`src/rtl/key_tone_generator.sv`:
```
// Square-wave tone generator: the highest pressed key picks one of eight notes (C4..C5).
// Define KEY_TONE_SUSTAIN_EN to let the tone ring for SUSTAIN cycles after release.
module key_tone_generator #(
  parameter int DIVWIDTH = 17,
  parameter int DIVSHIFT = 0,
  parameter int SUSTAIN  = 25000000
) (
  input  logic       clk,
  input  logic       reset,
  input  logic [7:0] conditioned,
  output logic       speaker,
  output logic       playing,
  output logic [2:0] note
);

`ifdef KEY_TONE_SUSTAIN_EN
  typedef enum logic [1:0] {IDLE, PLAY, SUST} state_t;
  logic [24:0] hold, hold_n;
`else
  typedef enum logic [1:0] {IDLE, PLAY} state_t;
`endif

  localparam int H [8] = '{95556, 85131, 75843, 71586, 63776, 56818, 50619, 47778};

  function automatic logic [DIVWIDTH-1:0] hs_m1(input logic [2:0] i);
    return DIVWIDTH'(H[i] >> DIVSHIFT) - DIVWIDTH'(1);
  endfunction

  state_t              state, state_n;
  logic [DIVWIDTH-1:0] cnt, cnt_n;
  logic [2:0]          note_n, sel;
  logic                spk_n, play_n, any;
  logic                restart, tick, go_idle;

  always_comb begin
    sel = 3'd0;
    for (int i = 0; i < 8; i++)
      if (conditioned[i]) sel = 3'(i);
  end
  assign any = |conditioned;

  always_comb begin
    state_n = state;
    note_n  = note;
    cnt_n   = cnt;
    spk_n   = speaker;
    play_n  = playing;
    restart = 1'b0;
    tick    = 1'b0;
    go_idle = 1'b0;
`ifdef KEY_TONE_SUSTAIN_EN
    hold_n  = hold;
`endif
    case (state)
      IDLE: begin
        go_idle = 1'b1;
        if (any) begin
          go_idle = 1'b0;
          restart = 1'b1;
          state_n = PLAY;
        end
      end
      PLAY: begin
        if (!any) begin
`ifdef KEY_TONE_SUSTAIN_EN
          state_n = SUST;
          hold_n  = 25'(SUSTAIN - 1);
          tick    = 1'b1;
`else
          state_n = IDLE;
          go_idle = 1'b1;
`endif
        end else if (sel != note) restart = 1'b1;
        else                      tick    = 1'b1;
      end
`ifdef KEY_TONE_SUSTAIN_EN
      SUST: begin
        if (any) begin
          state_n = PLAY;
          if (sel != note) restart = 1'b1;
          else             tick    = 1'b1;
        end else if (hold == '0) begin
          state_n = IDLE;
          go_idle = 1'b1;
        end else begin
          hold_n = hold - 25'd1;
          tick   = 1'b1;
        end
      end
`endif
      default: state_n = IDLE;
    endcase

    // Datapath actions chosen above; restart resets the phase to a low half-period.
    if (go_idle) begin
      spk_n  = 1'b0;
      play_n = 1'b0;
      cnt_n  = '0;
    end else if (restart) begin
      note_n = sel;
      cnt_n  = hs_m1(sel);
      spk_n  = 1'b0;
      play_n = 1'b1;
    end else if (tick) begin
      if (cnt == '0) begin
        spk_n = ~speaker;
        cnt_n = hs_m1(note);
      end else begin
        cnt_n = cnt - DIVWIDTH'(1);
      end
    end
  end

  always_ff @(posedge clk) begin
    if (reset) begin
      state   <= IDLE;
      note    <= 3'd0;
      cnt     <= '0;
      speaker <= 1'b0;
      playing <= 1'b0;
`ifdef KEY_TONE_SUSTAIN_EN
      hold    <= '0;
`endif
    end else begin
      state   <= state_n;
      note    <= note_n;
      cnt     <= cnt_n;
      speaker <= spk_n;
      playing <= play_n;
`ifdef KEY_TONE_SUSTAIN_EN
      hold    <= hold_n;
`endif
    end
  end

endmodule
```
`config.mk`:
```
export PLATFORM = sky130hd
export DESIGN_NAME = key_tone_generator
export DESIGN_NICKNAME = d
export VERILOG_FILES = /design/src/rtl/key_tone_generator.sv
export SDC_FILE = /design/constraint.sdc
export NUM_CORES = 1
export LEC_CHECK = 0
export ABC_AREA = 1
export BUFFER_PORTS_ARGS = -buffer_cell sky130_fd_sc_hd__buf_4
export CAP_MARGIN = 25
export CORE_AREA = 2 2 72 74
export CTS_CLUSTER_SIZE = 40
export DETAILED_ROUTE_END_ITERATION = 16
export DIE_AREA = 0 0 74 76
export PLACE_DENSITY = 0.66
export SYNTH_ARGS = -nofsm -noshare
export SYNTH_HDL_FRONTEND = slang
export SYNTH_SLANG_ARGS = --single-unit
```
`constraint.sdc`:
```
create_clock -name clk -period 5.75 [get_ports clk]
set_input_delay 0.2875 -clock clk [delete_from_list [all_inputs] [get_ports clk]]
set_output_delay 0.2875 -clock clk [all_outputs]
set_load 0.005 [all_outputs]
```
# Word-level counts from Yosys, hierarchy flattened
# Memories as Yosys holds them, arrays and structs flattened.
# Cells that the tools add are included.
# Widths: inputs -> output; s select.
# totals
reg_bits	24
mem_bits_ro	512
in_bits	10
out_inout_bits	5
elab_cells	56
memories	2
# op_classes
addsub	3
order_cmp	2
n_eq_ne	4
muxes	26
n_bitwise	4
reduce_logical	10
# mem_list
name	words	word_bits	rd	rd_ports_with_merged_regs	write_ports	line	source
(no name shown)	8	32	1	0	0	26	return DIVWIDTH'(H[i] >> DIVSHIFT) - DIVWIDTH'(1);
(no name shown)	8	32	1	0	0	26	
# ops
operator	n
$mux 17	7
$sub 17x2->17 const B	2
$logic_not 17->1	1
$sub 17x1->17 const B	1
$mux 3	4
$mux 1	9
$ge 4x4->1 const B	2
$mux 2	4
$not 3->4	2
$reduce_or 8->1	1
$reduce_and 2->1	3
$ne 2x2->1 const B	2
$pmux 2 s2	1
$reduce_or 2->1	2
$ne 3x3->1	1
$reduce_or 3->1	1
$eq 2x1->1 const B	1
$logic_not 2->1	1
$not 1->1	2
$pmux 1 s2	1
$reduce_bool 2->1	1

# Depth between registers and ports, before layout
# Gate-level depths: netlist of run 1.
# logic_depth
ltp_word	13
mapped_depth	22
ltp_nobuf	22

# Worst setup path after synthesis of run 1
# OpenSTA, ideal clock, no wires.
# synth_timing
path_type	input to register
startpoint	input conditioned[2]
endpoint	register cnt[10]
arrival_ns	2.004
t_required_ns	5.633
slack_ns	3.629
path_stages	22
cell_sequence	inv_1 -> nand2_1 -> nand2_1 -> nand2_1 -> nand2_1 -> nand2_2 -> nand2_2 -> inv_1 -> ha_1 -> nor2_1 -> inv_1 -> o21ai_0 -> ha_1 -> inv_1 -> nand2_1 -> inv_1 -> nand2_1 -> nand2_1 -> o21ai_1 -> nor2_1 -> nor2_1 -> nor2_1
# synth_between
elab_chain_len	12
elab_cells_between_ends	25
# synth_rtl
element	line	source
start, declared	10	input logic [7:0] conditioned,
$mux 2 (*) (2 in series)	38	if (conditioned[i]) sel = 3'(i);
$mux 3 (*) (4 in series)	38	
named net sel[0]	31	logic [2:0] note_n, sel;
$not 3->4 (not written as such)	26	
$mem_v2 8x32	-	
$mux 17 (not written as such) (2 in series)	26	
$sub 17x2->17	26	
$mux 17	99	end else if (restart) begin
end signal, assigned	127	cnt <= cnt_n;
end, declared	30	logic [DIVWIDTH-1:0] cnt, cnt_n;
# The timed path passes the listed nets; every way through them passes the cells marked *. The select of a mux whose other input is x is not followed.
# A chain may end at the register's enable or synchronous reset.

# Final worst setup path of run 1
# layout_timing
startpoint	register note[0]
endpoint	register cnt[6]
# layout_between
elab_chain_len	8
elab_cells_between_ends	16
# layout_rtl
element	line	source
start, declared	13	output logic [2:0] note
start signal, assigned	126	note <= note_n;
$not 3->4 (not written as such)	26	
$mem_v2 8x32	-	
$mux 17 (not written as such) (2 in series)	26	
$sub 17x2->17	26	
$mux 17	105	if (cnt == '0) begin
$mux 17	104	end else if (tick) begin
$mux 17	99	
# Several ways; a longest one is shown, not always the timed one. The select of a mux whose other input is x is not followed.

==> metrics.md, run 1 <==
| Metric | Value |
|---|---|
| RSZ-0062 raised after global routing | `no` |
| Max_cap viols | `0` |
| Area growth syn-to-layout | `7.59%` |
| Worst-Margin Slew | `slightly above 0.7 ns` |
| Die Area | `0.00562 mm2` |
| CTS tree | `built` |
| Yosys top cell by area | `dfxtp_1` |
| Final slew viol count | `0` |
| Fin. Hold Viols | `0` |
| Clk root buf | `clkbuf_8` |
| Largest net degree at the start of global routing | `21` |
| Syn Inst Count | `around 390` |
| Synth top area cells | `dfxtp_1 20%, nand2_1 17%, nor2_1 9.2%` |
| Clock Path Buffers | `2` |
| Max-Slew Margin vs Limit | `0.519` |
| Minimum clock period | `2.39 ns` |
| Netlist Area Pre-Place | `0.00232 mm2` |
| Layout cell share with drive strength beyond 1 | `0.109` |
| Post-synthesis simple-gate area fraction | `0.407` |
| GRT Total Usage | `0.229` |
| First-pass DRT Iterations | `4` |
| Fin area | `approximately 0.0025 mm2` |
| Synth Net Count | `413` |
| Via-to-Cell Ratio | `around 5` |
| Maximum VDD drop | `82.8 uV` |
| Worst hold path class | `in -> reg` |
| Die Wd | `74 um` |
| CTS Sinks | `23` |
| WL/cell | `12.9 um` |
| CTS Buf Count | `3` |
| Initial antenna violation count | `0` |
| Antenna diodes | `0` |
| Syn avg cell area | `6.00 um2` |
| Post-Route WL | `6020 um` |
| Post-synthesis sequential area ratio | `0.198` |
| Number of flops mapped to enable cells by yosys | `0` |
| Post-synthesis compound-gate area fraction | `0.129` |
| Final Cycle Share | `0.416` |
| Die Span Y | `roughly 76 um` |
| Leak | `1.28 nW` |
| FP Rows | `26` |
| Async SR Flop Fraction | `0` |
| # DRC | `0` |
| Vias post-DR | `2327` |
| Clk pin slew, worst setup/hold paths | `0.09 ns` |
| Largest family of logic cells by synthesized area | `simple AND/OR/NAND/NOR gates` |
| Post CTS Setup Buffer Count | `0` |
| Pwr per Cell Area | `187 mW/mm2` |
| CP endpoint kind | `register` |
| Req. time, crit path | `5.94 ns` |
| Warnings, synthesis | `0` |
| Critical Path AT | `2.58 ns` |
| GRT Residual Overflow | `0` |
| Post-CTS Hold Fix Bufs | `0` |
| Setup Viol. Count Final | `0` |
| Distinct cells, synth | `34` |
| Max FO, Critical Path | `9` |
| Outcome | `finished, final reports clean` |
| IO Port Bufs | `14` |
| Most frequent cell after synthesis | `nand2_1` |
| Number of global-route vias before repair | `2203` |
| Post-synthesis adder-cell area fraction | `0.0862` |
| Setup tns final | `0 ns` |
| Xor/xnor share of the synthesized area | `0.0679` |
| Crit Path Category | `reg -> reg` |
| H-tree depth | `1` |
| Routability congestion estimate | `0.876` |
| Clk_skew | `0.0148 ns` |
| Detailed placer's ending HPWL | `4830 um` |
| Worst Setup Start Kind | `register` |
| Top_reg_cell synth | `dfxtp_1` |
| Post-cts sizing count | `0` |
| Antenna-violating nets left | `0` |
| #FFs+latches synth | `23` |
| Mux contribution to synthesized area | `0` |
| Starting DRC count in detailed routing | `155` |
| Fmax | `418 MHz` |
| Clock latency on the worst-skew pair | `between 0.2 and 0.3 ns` |
| Nets | `approximately 420` |
| I/O pins | `15` |
| Post-DP Area | `0.00245 mm2` |
| Starting Density | `0.473` |
| Core area | `0.00491 mm2` |
| First-pass GRT wire length | `10200 um` |
| Yosys top cell area share | `0.198` |
| Synth top cells by count | `103 x nand2_1, 57 x nor2_1, 47 x inv_1, 29 x nand3_1, 23 x dfxtp_1` |
## final timing paths
kind                start       to  slack, ns  cells past startpoint
setup / recovery  note[0]   cnt[6]       3.36                     11
hold / removal      reset  note[1]       0.21                      2
setup reg to reg  note[0]   cnt[6]       3.36                     11
hold reg to reg   speaker  speaker       0.47                      2
## state kept, by name, summed over array words and instances (netlist names)
name / cells
speaker: 1
cnt: 17
playing: 1
note: 3
state: 1
## cells in the final DEF, fill, tap and decap left out, drive strengths merged
| cell type | netlist | final |
|---|---|---|
| clkinv | 1 | 1 |
| a21oi | 19 | 19 |
| o21a | 2 | 2 |
| nand3 | 30 | 30 |
| nand2 | 111 | 111 |
| nand4 | 8 | 8 |
| o21ai | 27 | 27 |
| buf | 5 | 14 |
| o31ai | 1 | 1 |
| o21bai | 1 | 1 |
| or2 | 3 | 3 |
| nor3 | 3 | 3 |
| dfxtp | 23 | 23 |
| o211ai | 2 | 2 |
| ha | 16 | 16 |
| xor2 | 13 | 13 |
| clkbuf | 4 | 4 |
| nor2 | 60 | 60 |
| nand3b | 1 | 1 |
| inv | 52 | 52 |
| xnor2 | 5 | 5 |
## where the power goes
group | switching [mW] | leakage [nW] | internal (mW)
Clock | 0.0526 | 0.0228 | 0.0494
Combinational | 0.112 | 1.06 | 0.0660
Sequential | 0.0152 | 0.191 | 0.172
Total | 0.179 | 1.28 | 0.288
## critical path, cell delays in order (launching register included)
cell and delay [ns]:
dfxtp_1 0.52, inv_1 0.21, ha_1 0.38, nand2_1 0.13, nand2_1 0.13, inv_1 0.10, ha_1 0.18, nand3_1 0.10
xor2_1 0.17, o21ai_0 0.18, nand2_1 0.08, a21oi_1 0.11
## metrics by stage
step | setup slack [ns] | instances | utilization | hold WS [ns] | total power, mW
final | 3.36 | 466 | 0.509 | 0.210 | 0.467
after global routing | 3.20 | 466 | 0.509 | 0.210 | 0.505
after CTS | 3.38 | 466 | 0.509 | 0.208 | 0.469
after detailed placement | 3.25 | 462 | 0.500 | 0.456 | 0.366
after global placement | 3.35 | 462 | 0.500 | 0.454 | 0.364
after floorplan | 3.63 | 387 | - | 0.357 | 0.322
## logic make-up after synthesis
family                     count (synthesis)
and+or+nand+nor                          216
DFF                                       23
buffers and inverters                     62
AOI/OAI and AO/OA                         52
xor gates and xnor gates                  18
adders and majority gates                 16
## metal layers
layer | vias to the layer above | GRT usage | wire [um]
met3 | 12 | 0.0212 | 157
met1 | 1029 | 0.296 | 2830
met4 | 0 | 0.0873 | 169
met2 | 46 | 0.386 | 2860
met5 | - | 0 | 0
li1 | 1240 | - | -
## cell type report
type	instances	area (um2)
Timing Repair Buffer	14	105
Inverter	53	199
Sequential cell	23	460
Fill cell	535	2410
Multi-Input combinational cell	302	1600
Tap cell	70	87.6
Clock buffer	4	45.0
(Power assumes the default switching activity.)
==> inputs of run 2 (changes only) <==
==> config.mk (replaced) <==
export PLATFORM = sky130hd
export DESIGN_NAME = key_tone_generator
export DESIGN_NICKNAME = d
export VERILOG_FILES = /design/src/rtl/key_tone_generator.sv
export SDC_FILE = /design/constraint.sdc
export NUM_CORES = 1
export LEC_CHECK = 0
export ABC_AREA = 0
export BUFFER_PORTS_ARGS = -buffer_cell sky130_fd_sc_hd__buf_4
export CAP_MARGIN = 25
export CORE_AREA = 2 2 68 70
export CTS_CLUSTER_SIZE = 40
export DETAILED_ROUTE_END_ITERATION = 16
export DIE_AREA = 0 0 70 72
export PLACE_DENSITY = 0.67
export SYNTH_ARGS = -nofsm -noshare
export SYNTH_HDL_FRONTEND = slang
export SYNTH_SLANG_ARGS = --single-unit
==> constraint.sdc (replaced) <==
create_clock -name clk -period 2.3 [get_ports clk]
set_input_delay 0.115 -clock clk [delete_from_list [all_inputs] [get_ports clk]]
set_output_delay 0.115 -clock clk [all_outputs]
set_load 0.005 [all_outputs]
==> metrics.md, run 2 <==
| Metric | Value |
|---|---|
| Sw Share | `0.350` |
| Synth top cells by count | `29 x nor2_1, 23 x dfxtp_1, 23 x nand2_1, 21 x o21ai_0, 17 x a21oi_1` |
| Nets | `342` |
| Async SR Flop Fraction | `0` |
| Syn avg cell area | `7.69 um2` |
| Hold path depth | `2` |
| Post-route insts no fill | `approximately 370` |
| DP Cell Count | `roughly 360` |
| Comb pwr share | `0.400` |
| Power Total | `~1.2 mW` |
| WL/cell | `15.1 um` |
| Clock Path Buffers | `2` |
| Number of flops mapped to enable cells by yosys | `0` |
| Setup Viol. Count Final | `0` |
| Synth top area cells | `dfxtp_1 22%, ha_1 9.6%, xor2_1 5.4%` |
| Detailed placer's ending HPWL | `4460 um` |
| Clk pin slew, worst setup/hold paths | `~0.090 ns` |
| Commonest non-fill, non-tap cells in the layout | `56 x buf_4, 29 x nor2_1, 23 x dfxtp_1` |
| FP Rows | `24` |
| Syn Inst Count | `about 270` |
| Warnings, synthesis | `0` |
| Most frequent cell after synthesis | `nor2_1` |
| Netlist Area Pre-Place | `between 0.002 and 0.0025 mm2` |
| Via-to-Cell Ratio | `5.72` |
| R2r startpoint | `cnt[12]` |
| Int Pwr | `0.787 mW` |
| Final core utilization | `0.598` |
| Antenna diodes | `0` |
| Post-DP Area | `between 0.002 and 0.0025 mm2` |
| Biggest register | `cnt` |
| Vias post-DR | `2099` |
| Yosys top cell by area | `dfxtp_1` |
| Multi-input gate area | `0.00152 mm2` |
| Clock latency on the worst-skew pair | `0.27 ns` |
| Clk_skew | `0.00840 ns` |
| Max_cap viols | `0` |
| CP endpoint kind | `register` |
| Yosys top cell area share | `0.220` |
| # DRC | `0` |
| Clk root buf | `clkbuf_8` |
| Die Span Y | `72 um` |
| GRT Residual Overflow | `0` |
| Top Registers | `cnt (17), note (3)` |
| Final slew viol count | `0` |
| Filler Cell Count | `between 400 and 500` |
| Maximum VDD drop | `234 uV` |
| Most common cell after layout, fill and taps aside | `buf_4` |
| Max FO, Critical Path | `11` |
| #FFs+latches synth | `23` |
| R2r endpoint | `cnt[2]` |
| Hold path start | `reset` |
| Distinct cells, synth | `52` |
| Fin. Hold Viols | `0` |
| CTS Buf Count | `3` |
| Top_reg_cell synth | `dfxtp_1` |
| Crit Path Category | `reg -> reg` |
| Final Cycle Share | `0.949` |
| Max-Slew Margin vs Limit | `0.713` |
| Outcome | `finished, final reports clean` |
| Layout cell share with drive strength beyond 1 | `0.248` |
| Critical Path AT | `2.32 ns` |
| Req. time, crit path | `~2.4 ns` |
| Clock Power Share | `0.213` |
| Number of global-route vias before repair | `between 1500 and 2000` |
| Pwr per Cell Area | `475 mW/mm2` |
| Die Area | `0.00504 mm2` |
| GRT Total Usage | `0.228` |
| Reg2reg setup slack | `between 0.1 and 0.15 ns` |
| Synth Net Count | `298` |
| Antenna-violating nets left | `0` |
| Fin area | `0.00255 mm2` |
| Post-synthesis sequential area ratio | `0.220` |
| IO Port Bufs | `14` |
| Worst Setup Start Kind | `register` |
| Post-CTS Hold Fix Bufs | `0` |
| Fmax | `458 MHz` |
| Initial antenna violation count | `0` |
| Register-to-Register Path Depth | `5` |
| Worst-Margin Slew | `0.429 ns` |
| Hold endpoint | `note[2]` |
| WHS | `~0.032 ns` |
| I/O pins | `15` |
| Minimum clock period | `around 2.2 ns` |
| Starting DRC count in detailed routing | `117` |
| CTS Sinks | `23` |
| Area growth syn-to-layout | `22.0%` |
| Die Wd | `70 um` |
| Psw | `0.424 mW` |
| First-pass DRT Iterations | `4` |
| Routability congestion estimate | `between 0.9 and 1` |
| Post-Route WL | `5550 um` |
| Register area | `460 um2` |
| First-pass GRT wire length | `9320 um` |
| H-tree depth | `1` |
| Largest net degree at the start of global routing | `15` |
| Sequential power share | `0.387` |
| Starting Density | `0.490` |
| Max reg flops | `17` |
| Leak | `1.11 nW` |
| Worst hold path class | `in -> reg` |
| Core area | `0.00426 mm2` |
| CTS tree | `built` |
## run 2: through the flow
| stage | setup TNS (ns) | setup slack, ns |
|---|---|---|
| after floorplan | 0 | 0.0530 |
| after global placement | 0 | 0.00916 |
| after detailed placement | -0.134 | -0.0658 |
| after CTS | 0 | 0.0888 |
| after global routing | -0.00287 | -0.00287 |
| final | 0 | 0.117 |
## run 2: kinds of logic (layout without fill, tap and decap cells)
family	after synthesis	after routing	share of synthesized area
DFF	23	23	0.220
xor gates and xnor gates	23	23	0.0963
buffers and inverters	28	71	0.0634
muxes	7	7	0.0371
adders and majority gates	16	16	0.0958
and+or+nand+nor	97	97	0.242
AOI/OAI and AO/OA	78	78	0.245
## run 2: power by group through the flow
| stage | clock [mW] | sequential, mW | combinational (mW) |
|---|---|---|---|
| finish | 0.258 | 0.469 | 0.485 |
| global route | 0.280 | 0.476 | 0.539 |
| CTS | 0.262 | 0.468 | 0.477 |
| detailed placement | 0 | 0.478 | 0.473 |
| global placement | 0 | 0.477 | 0.471 |
| floorplan | 0 | 0.472 | 0.311 |
## run 2: cell type report
type / count / share of cell area
Clock inverter: 1 / 0.00196
Tap cell: 52 / 0.0255
Clock buffer: 3 / 0.0162
Sequential cell: 23 / 0.181
Multi-Input combinational cell: 221 / 0.595
Inverter: 11 / 0.0162
Timing Repair Buffer: 56 / 0.165
## run 2: how the worst max path moves through the flow
stage                               from  cells past startpoint  endpoint
after global routing      conditioned[3]                     13    cnt[6]
final                            cnt[12]                      5    cnt[2]
after detailed placement  conditioned[3]                     11   cnt[13]
after floorplan           conditioned[1]                     11    cnt[8]
after global placement    conditioned[4]                     12    cnt[8]
after CTS                         cnt[0]                      8    cnt[2]
## run 2: per-layer routing
layer | vias up | share of wire | GRT usage
met3 | 12 | 0.030 | 0.0194
li1 | 1074 | - | -
met5 | - | 0 | 0
met2 | 42 | 0.49 | 0.396
met4 | 0 | 0.027 | 0.107
met1 | 971 | 0.45 | 0.289
## run 2: what timing repair did
item                       in CTS  in global routing
resized for setup               0                  3
setup endpoints to repair       0                  5
buffers inserted                0                  2
## run 2: worst max-delay path, stage by stage, from the launching register on
cell      delay (ns)
dfxtp_1         0.35
or4_4           0.56
or4_4           0.60
buf_4           0.21
o21ai_0         0.22
a211oi_1        0.11
